--- src/rtl/ahb_counter_bank_if.sv ---
// AHB-Lite slave bus bundle for ahb_counter_bank.
// Only the signals this peripheral needs; HREADYOUT is driven by the slave.
interface ahb_counter_bank_if;
  logic        HSEL;
  logic [31:0] HADDR;
  logic [31:0] HWDATA;
  logic        HREADY;
  logic        HWRITE;
  logic [1:0]  HTRANS;
  logic [2:0]  HSIZE;
  logic [31:0] HRDATA;
  logic        HREADYOUT;

  modport master (
    output HSEL, HADDR, HWDATA, HREADY, HWRITE, HTRANS, HSIZE,
    input  HRDATA, HREADYOUT
  );

  modport slave (
    input  HSEL, HADDR, HWDATA, HREADY, HWRITE, HTRANS, HSIZE,
    output HRDATA, HREADYOUT
  );
endinterface

--- src/rtl/ahb_counter_bank.sv ---
// NCH-channel up/down timer bank on AHB-Lite: reload, compare GPIO, one-shot, IRQ.
// Optional shared tick prescaler at 0x88 enabled by defining AHB_CNT_PRESCALER_EN.
module ahb_counter_bank #(
  parameter int NCH = 4,
  parameter int CW  = 16
) (
  input  logic              HCLK,
  input  logic              HRESET,
  ahb_counter_bank_if.slave bus,
  output logic [15:0]       gpio_out,
  output logic [15:0]       gpio_oeb,
  output logic [NCH-1:0]    irq
);

  logic [7:0] addr_reg;
  logic       write_reg;
  logic       word_reg;
  logic       dphase_reg;
  logic       addr_phase;

  assign addr_phase    = bus.HSEL & bus.HREADY & bus.HTRANS[1];
  assign bus.HREADYOUT = 1'b1;

  always_ff @(posedge HCLK) begin
    if (HRESET) begin
      dphase_reg <= 1'b0;
      addr_reg   <= '0;
      write_reg  <= 1'b0;
      word_reg   <= 1'b0;
    end else begin
      dphase_reg <= addr_phase;
      if (addr_phase) begin
        addr_reg  <= bus.HADDR[7:0];
        write_reg <= bus.HWRITE;
        word_reg  <= (bus.HSIZE == 3'b010);
      end
    end
  end

  logic wr_en;
  logic rd_en;
  logic wr_flags;
  assign wr_en    = dphase_reg & write_reg & word_reg;
  assign rd_en    = dphase_reg & ~write_reg;
  assign wr_flags = wr_en & (addr_reg[7:2] == 6'h20);

  logic        tick;
  logic [31:0] presc_rdata;
`ifdef AHB_CNT_PRESCALER_EN
  logic [7:0] presc_reg;
  logic [7:0] div_reg;
  logic       wr_presc;
  assign wr_presc    = wr_en & (addr_reg[7:2] == 6'h22);
  assign tick        = (div_reg == presc_reg);
  assign presc_rdata = 32'(presc_reg);

  always_ff @(posedge HCLK) begin
    if (HRESET) begin
      presc_reg <= '0;
      div_reg   <= '0;
    end else begin
      if (wr_presc) presc_reg <= bus.HWDATA[7:0];
      div_reg <= (wr_presc | tick) ? 8'd0 : div_reg + 8'd1;
    end
  end
`else
  assign tick        = 1'b1;
  assign presc_rdata = '0;
`endif

  logic [NCH-1:0] flag_vec;
  logic [NCH-1:0] out_vec;
  logic [NCH-1:0] oe_vec;
  logic [31:0]    ch_rdata [NCH];

  for (genvar gi = 0; gi < NCH; gi++) begin : gen_ch
    logic [4:0]    ctrl_reg, ctrl_next;
    logic [CW-1:0] top_reg, cmp_reg, count_reg, count_next;
    logic          flag_reg, flag_next, term;
    logic          hit, wr_ctrl, wr_top, wr_cmp, wr_count;
    logic [31:0]   rdata;

    assign hit      = wr_en & (addr_reg[7:4] == 4'(gi));
    assign wr_ctrl  = hit & (addr_reg[3:2] == 2'd0);
    assign wr_top   = hit & (addr_reg[3:2] == 2'd1);
    assign wr_cmp   = hit & (addr_reg[3:2] == 2'd2);
    assign wr_count = hit & (addr_reg[3:2] == 2'd3);

    // A bus write to COUNT or CTRL replaces that cycle's tick entirely.
    always_comb begin
      ctrl_next  = ctrl_reg;
      count_next = count_reg;
      term       = 1'b0;
      if (wr_count) begin
        count_next = bus.HWDATA[CW-1:0];
      end else if (wr_ctrl) begin
        ctrl_next = bus.HWDATA[4:0];
      end else if (tick & ctrl_reg[0]) begin
        if (!ctrl_reg[1]) begin
          if (count_reg == top_reg) begin
            count_next = '0;
            term       = 1'b1;
          end else begin
            count_next = count_reg + 1'b1;
          end
        end else begin
          if (count_reg == '0) begin
            count_next = top_reg;
            term       = 1'b1;
          end else begin
            count_next = count_reg - 1'b1;
          end
        end
        if (term & ctrl_reg[2]) ctrl_next[0] = 1'b0;
      end
      flag_next = term | (flag_reg & ~(wr_flags & bus.HWDATA[gi]));
    end

    always_ff @(posedge HCLK) begin
      if (HRESET) begin
        ctrl_reg  <= '0;
        top_reg   <= '1;
        cmp_reg   <= '0;
        count_reg <= '0;
        flag_reg  <= 1'b0;
      end else begin
        ctrl_reg  <= ctrl_next;
        count_reg <= count_next;
        flag_reg  <= flag_next;
        if (wr_top) top_reg <= bus.HWDATA[CW-1:0];
        if (wr_cmp) cmp_reg <= bus.HWDATA[CW-1:0];
      end
    end

    always_comb begin
      case (addr_reg[3:2])
        2'd0:    rdata = 32'(ctrl_reg);
        2'd1:    rdata = 32'(top_reg);
        2'd2:    rdata = 32'(cmp_reg);
        default: rdata = 32'(count_reg);
      endcase
    end

    assign ch_rdata[gi] = rdata;
    assign flag_vec[gi] = flag_reg;
    assign out_vec[gi]  = ctrl_reg[4] & (count_reg < cmp_reg);
    assign oe_vec[gi]   = ctrl_reg[4];
    assign irq[gi]      = flag_reg & ctrl_reg[3];
  end

  always_comb begin
    gpio_out = '0;
    gpio_oeb = '1;
    for (int i = 0; i < NCH; i++) begin
      gpio_out[i] = out_vec[i];
      gpio_oeb[i] = ~oe_vec[i];
    end
  end

  always_comb begin
    bus.HRDATA = '0;
    if (rd_en) begin
      if (!addr_reg[7]) begin
        for (int i = 0; i < NCH; i++) begin
          if (addr_reg[6:4] == 3'(i)) bus.HRDATA = ch_rdata[i];
        end
      end else begin
        case (addr_reg[6:2])
          5'h00:   bus.HRDATA = 32'(flag_vec);
          5'h01:   bus.HRDATA = {8'(NCH), 8'(CW), 16'hC0B7};
          5'h02:   bus.HRDATA = presc_rdata;
          default: bus.HRDATA = '0;
        endcase
      end
    end
  end

  logic unused_bits;
  assign unused_bits = &{1'b0, bus.HADDR[31:8], bus.HWDATA, bus.HTRANS[0]};

endmodule
--- src/flat_wrapper.sv ---
// flat-port wrapper written by rule: the top's interface ports become plain ports
module ahb_counter_bank_flat 
#(
  parameter int NCH = 4,
  parameter int CW  = 16
)
  (HCLK, HRESET, gpio_out, gpio_oeb, irq, bus_HSEL, bus_HADDR, bus_HWDATA, bus_HREADY, bus_HWRITE, bus_HTRANS, bus_HSIZE, bus_HRDATA, bus_HREADYOUT);
  ahb_counter_bank_if bus_i ();
  input  logic HCLK;
  input  logic HRESET;
  output logic [15:0] gpio_out;
  output logic [15:0] gpio_oeb;
  output logic [NCH-1:0] irq;
  input wire logic [$bits(bus_i.HSEL)-1:0] bus_HSEL;
  input wire logic [$bits(bus_i.HADDR)-1:0] bus_HADDR;
  input wire logic [$bits(bus_i.HWDATA)-1:0] bus_HWDATA;
  input wire logic [$bits(bus_i.HREADY)-1:0] bus_HREADY;
  input wire logic [$bits(bus_i.HWRITE)-1:0] bus_HWRITE;
  input wire logic [$bits(bus_i.HTRANS)-1:0] bus_HTRANS;
  input wire logic [$bits(bus_i.HSIZE)-1:0] bus_HSIZE;
  output wire logic [$bits(bus_i.HRDATA)-1:0] bus_HRDATA;
  output wire logic [$bits(bus_i.HREADYOUT)-1:0] bus_HREADYOUT;
  assign bus_i.HSEL = bus_HSEL;
  assign bus_i.HADDR = bus_HADDR;
  assign bus_i.HWDATA = bus_HWDATA;
  assign bus_i.HREADY = bus_HREADY;
  assign bus_i.HWRITE = bus_HWRITE;
  assign bus_i.HTRANS = bus_HTRANS;
  assign bus_i.HSIZE = bus_HSIZE;
  assign bus_HRDATA = bus_i.HRDATA;
  assign bus_HREADYOUT = bus_i.HREADYOUT;
  ahb_counter_bank #(.NCH(NCH), .CW(CW)) u_core (.HCLK(HCLK), .HRESET(HRESET), .bus(bus_i), .gpio_out(gpio_out), .gpio_oeb(gpio_oeb), .irq(irq));
endmodule
--- config.mk ---
export PLATFORM = sky130hd
export DESIGN_NAME = ahb_counter_bank_flat
export DESIGN_NICKNAME = d
export VERILOG_FILES = /design/src/rtl/ahb_counter_bank_if.sv /design/src/rtl/ahb_counter_bank.sv /design/src/flat_wrapper.sv
export SDC_FILE = /design/constraint.sdc
export NUM_CORES = 1
export LEC_CHECK = 0
export BUFFER_PORTS_ARGS = -buffer_cell sky130_fd_sc_hd__buf_2
export CAP_MARGIN = 20
export CORE_MARGIN = 3
export CORE_UTILIZATION = 60
export DETAILED_ROUTE_END_ITERATION = 8
export GPL_ROUTABILITY_DRIVEN = 1
export HOLD_SLACK_MARGIN = 0.06
export PLACE_DENSITY_LB_ADDON = 0.2
export SYNTH_ARGS = -nofsm -noshare
export SYNTH_HDL_FRONTEND = slang
export SYNTH_SLANG_ARGS = --single-unit
--- constraint.sdc ---
create_clock -name HCLK -period 4.5 [get_ports HCLK]
set_clock_uncertainty 0.2 [all_clocks]
set_input_delay 1.35 -clock HCLK [delete_from_list [all_inputs] [get_ports HCLK]]
set_output_delay 1.35 -clock HCLK [all_outputs]
set_load 0.02 [all_outputs]
==> flow_metrics.py <==
metrics = {
    "clocking": {
        "ctsHoldBuffers": 0,
        "h-tree-depth": 1,
        "path_clk_slew_ns": 0.06,
        "cts_root_buf": "clkbuf_16",
        "clkLatencyLatePin_ns": 0.54,
        "cts_sinks": 225,
        "clk_path_buf_depth": 3,
        "numCtsBuffers": 26,
        "cts_tree": "built",
    },
    "sta": {
        "setup_ws_ns": 0.114,
        "rsz0062_at_grt": "false",
        "setup_violations": 0,
        "finalHoldViolCount": 0,
        "min_period_over_period_pct": 97.5,
        "max_slew_margin_pct": 30.0,
        "totalNegativeSetupSlack_ns": 0,
        "slew_violations": 0,
        "fmax_ghz": 0.228,
        "max_slew.worst_pin.slew_ns": 1.05,
        "period_minus_slack_ns": 4.39,
    },
    "layout": {
        "final_common_cell": "nand2_1",
        "layout_common_cells": "nand2_1, dfxtp_1, a21oi_1",
        "nets": 2276,
        "drive_gt1_share_pct": 10.2,
        "antennaDiodeCount": 0,
        "syn_to_final_growth_pct": 6.72,
        "stdcell_count": 2520,
    },
    "setup_path": {
        "rrSetupSlack_ns": 1.09,
        "endpoint_kind": "output pin",
        "critPathArrivalTime_ns": 2.84,
        "required_ns": 2.95,
        "crit_type": "flop to output pin",
        "slowest_stage": "mux4_2",
        "worstSetupStartpointType": "flop",
        "critPathMaxFanout": 25,
        "worstPathCellList": "buf_12 -> mux4_2 -> mux2i_1 -> o21ai_0 -> a221o_1 -> a21boi_0 -> buf_2",
        "cp_slowest_stage_delay_ns": 0.56,
    },
    "placed_design": {
        "placed_cells": 2468,
        "numPortBuffers": 60,
        "gp_routability_congestion": 1.02,
        "place_ws_ns": 0.608,
        "dpl.hpwl_mm": 38.6,
    },
    "drt": {
        "wl_met2_mm": 24.6,
        "drc_errors": 0,
        "finalWirelength_mm": 56.1,
        "drtIter0Drc": 2185,
        "num_vias": 16500,
        "avgRoutedWirePerCell_um": 22.3,
        "routed-wl-met3_mm": 6.09,
        "vias_per_cell": 6.56,
        "topRoutingLayerUsed": "met4",
        "wl_met1_mm": 22.9,
        "drtAntennaViolNets": 0,
        "drt_first_pass_iters": 6,
    },
    "logic_synthesis": {
        "synth_area_um2": 16800,
        "synth_cell_types": 87,
        "synth_seq_cells": 225,
        "yosysWarnings": 0,
        "synthArstFlopShare_pct": 0,
        "postSynthAreaPerCell_um2": 7.70,
        "synth_edf_count": 0,
        "seq_area_frac_synth_pct": 26.8,
        "syn_inst": 2185,
        "synth_ff_type": "dfxtp_1",
    },
    "min_path": {
        "min_path_type": "flop to flop",
    },
    "floorplan": {
        "core_um2": 27300,
        "die_y_um": 173,
        "io_pins": 143,
        "die_w_um": 173,
        "core.rowCount": 60,
        "start_util_pct": 61.7,
        "fp.dieArea_um2": 30100,
    },
    "power": {
        "p_total_mw": 4.43,
        "ir_drop_mv": 0.258,
        "p_leak_nw": 6.39,
        "p_per_area_nw_per_um2": 247,
    },
    "run_status": {
        "status": "finished, final reports clean",
    },
    "global_route": {
        "antenna_found_initial": 0,
        "track_usage_pct": 35.6,
        "grt_overflow_total": 0,
        "grt_start_max_net_pins": 54,
        "grt_first_pass_wirelength_mm": 87.1,
        "first_global_vias": 15100,
    },
    "flow_run": {
        "max_cap_viol_count": 0,
    },
}
final timing paths:
kind / startpoint / cells past startpoint / end
hold reg to reg: u_core.gen_ch[0].cmp_reg[12] / 2 / u_core.gen_ch[0].cmp_reg[12]
setup / recovery: u_core.addr_reg[2] / 7 / bus_HRDATA[3]
hold / removal: u_core.gen_ch[0].cmp_reg[12] / 2 / u_core.gen_ch[0].cmp_reg[12]
setup reg to reg: u_core.addr_reg[5] / 7 / u_core.gen_ch[3].count_reg[14]
Yosys cell counts (all sizes together) (20+ instances only):
cell type	number	area, um2
o221ai	21	184
a21oi	179	896
nand4	34	219
nand3	54	270
nand2	321	1200
xnor2	67	587
mux2i	122	1220
nor4	32	219
inv	97	364
buf	87	538
mux4	20	450
xor2	89	780
o21ai	93	465
o22ai	47	294
ha	72	901
clkbuf	146	549
nor3	47	250
dfxtp	225	4500
nor2	130	488
layout make-up:
cell class,count,area (um2)
Clock inverter,7,113
Multi-Input combinational cell,1665,11000
Fill cell,2384,9300
Tap cell,372,465
Clock buffer,39,731
Sequential cell,225,4510
Timing Repair Buffer,113,744
Inverter,99,372
routing by layer:
| metal | vias to the layer above | global-route usage [%] |
|---|---|---|
| li1 | 7571 | - |
| met1 | 7778 | 49.9 |
| met2 | 1015 | 54.6 |
| met3 | 162 | 5.76 |
| met4 | 0 | 14.8 |
| met5 | - | 0 |
worst max-delay path, delay by kind of cell, from the launching register on:
kind                   cells  cell delay (ns)
multiplexers               2             0.70
AO/OA/AOI/OAI              3             0.63
flip-flops                 1             0.50
buffers and inverters      2             0.45
logic make-up after synthesis:
family | count (synthesis) | synth area share (%)
flip-flops | 225 | 26.8
other | 2 | 0.0446
adder cells (fa/ha/maj) | 72 | 5.35
multiplexers | 160 | 11.1
AND/OR/NAND/NOR | 709 | 19.7
AO/OA/AOI/OAI | 529 | 20.2
buffers and inverters | 332 | 8.67
XOR/XNOR | 156 | 8.12
per-stage QoR:
| stage | hold slack (ns) | cell area (um2) | utilization (%) |
|---|---|---|---|
| after CTS | 0.260 | 17900 | 65.6 |
| final | 0.259 | 18000 | 65.9 |
| after global placement | 0.241 | 17000 | 62.5 |
| after floorplan | 0.236 | 17000 | - |
| after global routing | 0.274 | 18000 | 65.9 |
| after detailed placement | 0.251 | 17000 | 62.5 |
what timing repair did:
action,in CTS,in global routing
setup buffers,0,1
setup endpoints to repair,0,7
resized for setup,0,1
hold endpoints to repair,0,0
report_power, final:
group	total, mW	switching [mW]	internal, mW
clock	2.16	0.875	1.29
combinational	0.265	0.201	0.0641
sequential	2.00	0.00801	1.99
No activity file was read; power rests on OpenSTA's default activity.
